File: src/rtl/fetch_sequencer_if.sv
// Memory-read and core-handshake bundle shared by the fetch sequencer
// (master) and the memory/core side (slave).
interface fetch_sequencer_if #(
  parameter int ADDR_W  = 8,
  parameter int INSTR_W = 16
);
  logic [ADDR_W-1:0]  mem_addr;
  logic [INSTR_W-1:0] mem_data;
  logic [ADDR_W-1:0]  pc_next;
  logic [INSTR_W-1:0] instr;
  logic               core_run;
  logic               core_done;

  modport master (
    output mem_addr,
    output instr,
    output core_run,
    input  mem_data,
    input  pc_next,
    input  core_done
  );

  modport slave (
    input  mem_addr,
    input  instr,
    input  core_run,
    output mem_data,
    output pc_next,
    output core_done
  );
endinterface

File: src/rtl/fetch_sequencer.sv
// Single-issue instruction fetch sequencer: fetches at PC, hands the word to
// the core with a one-cycle start pulse, and waits for completion or timeout.
//
// state  | meaning
// IDLE   | waiting for run_en (or a step pulse in step mode)
// FETCH  | PC on mem_addr, waiting FETCH_WAIT cycles for memory read data
// ISSUE  | instruction latched, core_run high for this single cycle
// EXEC   | waiting for core_done, counting toward TIMEOUT
// HALTED | orderly stop, held until halt_req drops
// ERROR  | core never completed; left only by reset
module fetch_sequencer #(
  parameter int ADDR_W     = 8,
  parameter int INSTR_W    = 16,
  parameter int FETCH_WAIT = 2,
  parameter int TIMEOUT    = 255
) (
  input  logic                   clk,
  input  logic                   reset,
  input  logic                   run_en,
  input  logic                   step_mode,
  input  logic                   step,
  input  logic                   halt_req,
  fetch_sequencer_if.master      bus,
  output logic                   busy,
  output logic                   halted,
  output logic                   timeout_err,
  output logic [15:0]            instr_count
);

  typedef enum logic [2:0] {IDLE, FETCH, ISSUE, EXEC, HALTED, ERROR} state_t;

  // Both counters are loaded with (length - 1) and run down to zero.
  localparam logic [3:0]  WAIT_LOAD = 4'(FETCH_WAIT - 1);
  localparam logic [15:0] TMO_LOAD  = 16'(TIMEOUT - 1);

  state_t             state;
  logic [ADDR_W-1:0]  pc;
  logic [INSTR_W-1:0] instr_q;
  logic               core_run_q;
  logic [3:0]         wait_cnt;
  logic [15:0]        tmo_cnt;

  assign bus.mem_addr = pc;
  assign bus.instr    = instr_q;
  assign bus.core_run = core_run_q;

  // Sequencer FSM with all outputs registered alongside the state.
  always_ff @(posedge clk) begin
    if (reset) begin
      state       <= IDLE;
      pc          <= '0;
      instr_q     <= '0;
      core_run_q  <= 1'b0;
      busy        <= 1'b0;
      halted      <= 1'b0;
      timeout_err <= 1'b0;
      instr_count <= '0;
      wait_cnt    <= '0;
      tmo_cnt     <= '0;
    end else begin
      core_run_q <= 1'b0;
      case (state)
        IDLE: begin
          if (halt_req) begin
            state  <= HALTED;
            halted <= 1'b1;
          end else if (run_en && (!step_mode || step)) begin
            state    <= FETCH;
            busy     <= 1'b1;
            wait_cnt <= WAIT_LOAD;
          end
        end
        FETCH: begin
          // Latch on the last FETCH edge so instr is valid while core_run is high.
          if (wait_cnt == 4'd0) begin
            state      <= ISSUE;
            instr_q    <= bus.mem_data;
            core_run_q <= 1'b1;
          end else begin
            wait_cnt <= wait_cnt - 4'd1;
          end
        end
        ISSUE: begin
          state   <= EXEC;
          tmo_cnt <= TMO_LOAD;
        end
        EXEC: begin
          // Completion wins over a timeout reached in the same cycle.
          if (bus.core_done) begin
            pc      <= bus.pc_next;
            tmo_cnt <= '0;
            if (instr_count != 16'hFFFF) instr_count <= instr_count + 16'd1;
            if (halt_req) begin
              state  <= HALTED;
              busy   <= 1'b0;
              halted <= 1'b1;
            end else if (step_mode) begin
              state <= IDLE;
              busy  <= 1'b0;
            end else if (run_en) begin
              state    <= FETCH;
              wait_cnt <= WAIT_LOAD;
            end else begin
              state <= IDLE;
              busy  <= 1'b0;
            end
          end else if (tmo_cnt == 16'd0) begin
            state       <= ERROR;
            busy        <= 1'b0;
            timeout_err <= 1'b1;
          end else begin
            tmo_cnt <= tmo_cnt - 16'd1;
          end
        end
        HALTED: begin
          if (!halt_req) begin
            state  <= IDLE;
            halted <= 1'b0;
          end
        end
        ERROR: begin
          state <= ERROR;
        end
        default: begin
          state  <= IDLE;
          busy   <= 1'b0;
          halted <= 1'b0;
        end
      endcase
    end
  end

endmodule
File: src/flat_wrapper.sv
// flat-port wrapper written by rule: the top's interface ports become plain ports
module fetch_sequencer_flat 
#(
  parameter int ADDR_W     = 8,
  parameter int INSTR_W    = 16,
  parameter int FETCH_WAIT = 2,
  parameter int TIMEOUT    = 255
)
  (clk, reset, run_en, step_mode, step, halt_req, busy, halted, timeout_err, instr_count, bus_mem_addr, bus_instr, bus_core_run, bus_mem_data, bus_pc_next, bus_core_done);
  fetch_sequencer_if #(.ADDR_W(ADDR_W), .INSTR_W(INSTR_W)) bus_i ();
  input  logic clk;
  input  logic reset;
  input  logic run_en;
  input  logic step_mode;
  input  logic step;
  input  logic halt_req;
  output logic busy;
  output logic halted;
  output logic timeout_err;
  output logic [15:0] instr_count;
  output wire logic [$bits(bus_i.mem_addr)-1:0] bus_mem_addr;
  output wire logic [$bits(bus_i.instr)-1:0] bus_instr;
  output wire logic [$bits(bus_i.core_run)-1:0] bus_core_run;
  input wire logic [$bits(bus_i.mem_data)-1:0] bus_mem_data;
  input wire logic [$bits(bus_i.pc_next)-1:0] bus_pc_next;
  input wire logic [$bits(bus_i.core_done)-1:0] bus_core_done;
  assign bus_mem_addr = bus_i.mem_addr;
  assign bus_instr = bus_i.instr;
  assign bus_core_run = bus_i.core_run;
  assign bus_i.mem_data = bus_mem_data;
  assign bus_i.pc_next = bus_pc_next;
  assign bus_i.core_done = bus_core_done;
  fetch_sequencer #(.ADDR_W(ADDR_W), .INSTR_W(INSTR_W), .FETCH_WAIT(FETCH_WAIT), .TIMEOUT(TIMEOUT)) u_core (.clk(clk), .reset(reset), .run_en(run_en), .step_mode(step_mode), .step(step), .halt_req(halt_req), .bus(bus_i), .busy(busy), .halted(halted), .timeout_err(timeout_err), .instr_count(instr_count));
endmodule
File: config.mk
export PLATFORM = sky130hd
export DESIGN_NAME = fetch_sequencer_flat
export DESIGN_NICKNAME = d
export VERILOG_FILES = /design/src/rtl/fetch_sequencer_if.sv /design/src/rtl/fetch_sequencer.sv /design/src/flat_wrapper.sv
export SDC_FILE = /design/constraint.sdc
export NUM_CORES = 1
export LEC_CHECK = 0
export ABC_AREA = 1
export CORE_UTILIZATION = 30
export DETAILED_ROUTE_END_ITERATION = 16
export DONT_BUFFER_PORTS = 1
export GPL_TIMING_DRIVEN = 0
export PLACE_DENSITY = 0.51
export SKIP_LAST_GASP = 1
export SLEW_MARGIN = 20
export SYNTH_ARGS = -nofsm -noshare
export SYNTH_HDL_FRONTEND = slang
export SYNTH_SLANG_ARGS = --single-unit
File: constraint.sdc
create_clock -name clk -period 3.53 [get_ports clk]
set_input_delay 0.353 -clock clk [delete_from_list [all_inputs] [get_ports clk]]
set_output_delay 0.353 -clock clk [all_outputs]
set_load 0.005 [all_outputs]
==> run metrics, run 1 <==
Hold Slack=between 150 and 200 ps; MaxCap Viol Count=0; CP endpoint kind=flip-flop; DR WL/cell=13.0 um; crit share post-route=roughly 50%; HP Class=in -> reg; CTS buffer count=9; critical path launch point type=flip-flop; ys flop type=dfxtp_1; CP Class=reg -> reg; via count=about 3100; # resized after CTS=0; Slew headroom=52.9%; cell count after synthesis=between 500 and 600; post-CTS setup buffer count=0; Highest Signal Layer=met4; Post-DRT Antenna Nets=0; Clk pin slew, worst setup/hold paths=around 60 ps; CTS tree=yes; pwr dens=767 mW/mm^2; initial antenna violation count=0; pin count of the biggest net entering global routing=13; fillers=~1200; Synth area leaders=dfxtp_1 39%, nor2_1 13%, nand2_1 11%; Yosys cell types=33; Placed Cells incl. Taps=647; Post-synth top cells=117 x nor2_1, 105 x nand2_1, 67 x dfxtp_1, 44 x inv_1, 36 x o21ai_0; Routability Congestion=0.819; Yosys warning total=0; # setup viols final=0; register area share after synthesis=between 30 and 40%; status=finished, final reports clean; Die X=between 100 and 150 um; area delta synth->final=13.7%; Fin. Hold Viols=0; clk root buf=clkbuf_16; I/O pin total=75; R2R cell count=10; core area=0.0110 mm^2; Leak=~1.7 nW; worst skew pair latency=about 330 ps; skew final=approximately 8.4 ps; Synth Area per Inst=a little under 7 um^2; met3 WL=about 300 um; routed wire length=~8.6 mm; chip height=109 um; Residual DRC=0; met1 wire length=about 3.9 mm; # hold bufs at CTS=0; vias in the first global route=about 3000; initial DRC count=about 120; top-count cell post-synth=nor2_1; metal2 WL=roughly 4.3 mm; Hold Path Cell Cnt=2; Final Max Tran Viols=0; RSZ-0062 raised after global routing=no; Worst Tran Pin Value=slightly above 700 ps; setup TNS=0 ps; drt pass-1 iters=4; Port-buffer cells=0; Mapped Area=~0.0034 mm^2; clock sink total=67; H-tree levels=3; Rows=38; Bufs on Longest Clock Path=2; fin crit period=between 1500 and 2000 ps; syn_nets=around 540; Die Area=0.0119 mm^2; DP HPWL=between 6 and 7 mm; asr flop ratio synth=0%; Inserted Diodes=0; Max Freq=approximately 0.57 GHz; layout cell share with drive strength beyond 1=under 10%; #FFs+latches synth=between 60 and 70; Max VDD drop=about 0.00024 V; critical path arrival=a little under 2000 ps; Synth top area share=approximately 39%; Layout Cells excl Fill=~660; cell taking the most area after synthesis=dfxtp_1; Vias/cell=4.70; nets=approximately 550; Required @ worst endpoint=3740 ps; gr ovfl total=0; GR Util All Layers=between 10% and 20%; number of synthesized flops with an enable pin=0; first-pass GRT wire length=between 10 and 15 mm; Initial Utilization=a little under a third; critical-path maximum fanout=5
[worst paths after layout]
path	start	end	slack, ps
setup / recovery	u_core.tmo_cnt[1]	u_core.tmo_cnt[13]	1780
hold / removal	bus_pc_next[1]	u_core.bus.mem_addr[1]	160
setup reg to reg	u_core.tmo_cnt[1]	u_core.tmo_cnt[13]	1780
hold reg to reg	u_core.tmo_cnt[0]	u_core.tmo_cnt[0]	450
[final cells by class]
class / count / area [um^2] / area share [%]
inverters: 51 / 196 / 5.04
flip-flops and latches: 67 / 1340 / 34.4
well taps: 140 / 175 / 4.49
multi-input cells: 373 / 1790 / 45.9
clock inverters: 6 / 65.1 / 1.67
clock buffers: 10 / 229 / 5.87
plain buffers: 16 / 103 / 2.63
[per-stage QoR]
step | instance area, um^2 | worst slack, ps | util, % | power (W)
after CTS | 3900 | 1760 | 35.5 | 0.00303
after global routing | 3900 | 1600 | 35.5 | 0.00325
after global placement | 3610 | 1620 | 32.8 | 0.00210
final | 3900 | 1780 | 35.5 | 0.00299
after floorplan | 3430 | 2010 | - | 0.00189
after detailed placement | 3610 | 1620 | 32.8 | 0.00212
[cells in the final DEF, fill, tap and decap left out, types with 2 or more instances in the layout]
cell and n:
a21oi_1 32, buf_4 3, buf_6 4, clkbuf_1 9
clkbuf_16 9, clkinv_2 2, dfxtp_1 67, ha_1 4
inv_1 44, inv_2 5, inv_4 2, nand2_1 105
nand2_4 2, nand3_1 25, nand3_2 2, nand4_1 7
nor2_1 117, nor2_2 4, nor2_4 3, nor3_1 8
o21ai_0 36, xnor2_1 9, xor2_1 8
[cells by family after synthesis]
group                    share of synthesized area (%)
adder cells (fa/ha/maj)                           1.46
flip-flops                                        39.1
AND/OR/NAND/NOR                                   35.7
XOR/XNOR                                          4.34
buffers and inverters                             8.72
AO/OA/AOI/OAI                                     10.7
[flip-flops by register name, summed over array words and instances (netlist names), 3 cells and up]
name,count
u_core.instr_count,16
u_core.tmo_cnt,16
u_core.wait_cnt,4
u_core.bus.mem_addr,8
u_core.state,3
u_core.bus.instr,16
[critical path: stages (launching register included)]
cell	delay, ps
dfxtp_1	310
inv_1	80
ha_1	210
nand2_1	150
nor2_4	200
nand2_1	70
nand2_1	210
inv_2	110
and2_1	150
nor2_1	90
nor2_1	50
[where the power goes]
part           internal (W)  switching (W)  total (W)
clock network      0.000548       0.000345   0.000893
registers          0.000909       0.000124    0.00103
logic              0.000377       0.000689    0.00107
[layer usage]
layer / vias to the layer above / GRT usage (%)
met1: 1426 / 18.2
met2: 48 / 28.3
met4: 0 / 5.98
met5: - / 0
met3: 12 / 3.77
li1: 1633 / -
Power figures use the tool's default switching activity.
==> run 2, diff against run 1 <==
- PLACE_DENSITY: 0.51 -> 0.52
- clock period: 3.53 -> 1.5 ns (I/O delays scaled with it)
==> run 2 against run 1 <==
  * Critical path depth up 1
  * Combinational power rose to 3.0 times the previous value
  * First-iteration DRC count up 40%
  * Power rose to 2.7 times the previous value
  * Hold slack worse by 57 ps
  * Setup slack worse by 1800 ps
  * Sequential power up 140%
  * Routed wire length up 9.2%
  * Count of clock-buffer cells in the layout up 3
  * Via count up 6.3%
  * Utilization up 6.6 points
  * Critical path type unchanged
  * Largest cell class unchanged
==> run metrics, run 2 (synthesis results as in run 1) <==
pwr dens=around 1700 mW/mm^2; Inserted Diodes=0; Initial Utilization=a little under a third; critical path launch point type=flip-flop; Bufs on Longest Clock Path=2; CP max stage cell=dfxtp_4; setup TNS=0 ps; Max Freq=between 0.6 and 0.7 GHz; worst path cell trace=ha_4 > nand2_2 > inv_2 > nand2_4 > nor2_4 > nand3_2 > nand2_4 > inv_6 > buf_6 > nand2_1 > a21oi_2; Required @ worst endpoint=about 1700 ps; DP HPWL=~6.5 mm; HP Class=in -> reg; placed inst area=between 0.003 and 0.004 mm^2; first-pass GRT wire length=between 10 and 15 mm; crit share post-route=98.3%; I/O pin total=75; CP endpoint kind=flip-flop; worst r2r src=u_core.instr_count[0]; most common cell after layout, fill and taps aside=nor2_1; Max VDD drop=about 0.00076 V; CTS tree=yes; Hold Startpoint=halt_req; Setup crit start=u_core.instr_count[0]; Buf+Inv Stages, Crit Path=3; Routability Congestion=~0.82; drt pass-1 iters=4; chip height=109 um; pre-CTS setup slack=-317 ps; gr ovfl total=0; H-tree levels=3; nets=roughly 600; initial antenna violation count=0; DR WL/cell=13.3 um; fillers=approximately 1200; core area=0.0110 mm^2; Die Area=~0.012 mm^2; Max stage delay on crit path=about 370 ps; Pwr Total=0.00793 W; final setup margin=26.2 ps; clk root buf=clkbuf_16; skew final=5.12 ps; CTS buffer count=9; # setup viols final=0; Residual DRC=0; Post-DRT Antenna Nets=0; MaxCap Viol Count=0; Worst Tran Pin Value=692 ps; CP Class=reg -> reg; most frequent cells in the layout=105 x nor2_1, 90 x nand2_1, 55 x dfxtp_1; Die X=roughly 110 um; Leak=between 1.5 and 2 nW; RSZ-0062 raised after global routing=yes; Fin. Hold Viols=0; vias in the first global route=3122; status=finished, final reports clean; via count=3314; clock sink total=67; Final Max Tran Viols=0; routed wire length=around 9.4 mm; Rows=38; layout cell share with drive strength beyond 1=between 20% and 30%; fin crit period=between 1000 and 1500 ps; critical-path maximum fanout=7; Design Area, Final=~0.0046 mm^2; Hold Slack=between 100 and 150 ps; pin count of the biggest net entering global routing=17; Clk pin slew, worst setup/hold paths=50 ps; GR Util All Layers=16.6%; area delta synth->final=34.9%; worst skew pair latency=between 300 and 400 ps; Largest delay share family, worst path=simple AND/OR/NAND/NOR gates; critical path arrival=~1700 ps; CP most frequent cell=nand2_4; Slew headroom=between 50 and 60%; initial DRC count=171; Vias/cell=approximately 4.7; Port-buffer cells=0
run 2: cell types whose count changed in the layout (fill, tap and decap cells not counted), moves of 11 or more:
cell | before | now
nor2_1 | 117 | 105
dlygate4sd3_1 | 0 | 25
a21oi_1 | 32 | 21
buf_4 | 3 | 20
dfxtp_1 | 67 | 55
nand2_2 | 1 | 12
nand2_1 | 105 | 90
run 2: timing repair:
action / 4_1_cts / 5_1_grt
pin swaps: 9 / 9
hold buffers: 25 / 0
resized for setup: 27 / 77
cloned: 1 / 0
endpoints found under the hold margin: 25 / 0
buffers inserted: 11 / 11
endpoints found under the setup margin: 58 / 63
run 2: cell type report:
| type | count | area [um^2] | area share (%) |
|---|---|---|---|
| repair buffers | 48 | 438 | 9.46 |
| multi-input cells | 373 | 2020 | 43.7 |
| inverters | 51 | 209 | 4.52 |
| clock buffers | 13 | 250 | 5.41 |
| well taps | 140 | 175 | 3.79 |
| flip-flops and latches | 67 | 1360 | 29.5 |
| clock inverters | 2 | 60.1 | 1.30 |
| plain buffers | 14 | 109 | 2.35 |
run 2: per-layer routing:
layer | wire length, um | GRT usage, %
met5 | 0 | 0
met4 | 116 | 4.83
met3 | 547 | 6.04
met2 | 4730 | 28.9
met1 | 4010 | 18.8
run 2: worst reg2reg max path, stage by stage (launching register included):
cell and delay, ps:
dfxtp_4 370, ha_4 140, nand2_2 50, inv_2 70, nand2_4 60, nor2_4 90, nand3_2 90, nand2_4 150
inv_6 60, buf_6 130, nand2_1 70, a21oi_2 50
run 2: final timing paths:
kind                            end  slack [ps]  cells past startpoint
max reg2reg  u_core.instr_count[11]          30                     11
min reg2reg       u_core.tmo_cnt[0]         470                      1
min                 u_core.state[2]         100                      4
max          u_core.instr_count[11]          30                     11
run 2: per-stage QoR:
stage | instances | utilization (%)
global placement | 647 | 32.9
detailed placement | 647 | 32.9
floorplan | 507 | -
CTS | 697 | 39.5
global route | 708 | 42.1
finish | 708 | 42.1
run 2: report_power, final:
group / leakage [nW] / total (W) / switching (W) / internal, W
sequential: 0.550 / 0.00247 / 0.000326 / 0.00215
combinational: 1.28 / 0.00322 / 0.00192 / 0.00130
clock: 0.150 / 0.00223 / 0.000742 / 0.00149
total: 1.98 / 0.00793 / 0.00299 / 0.00494
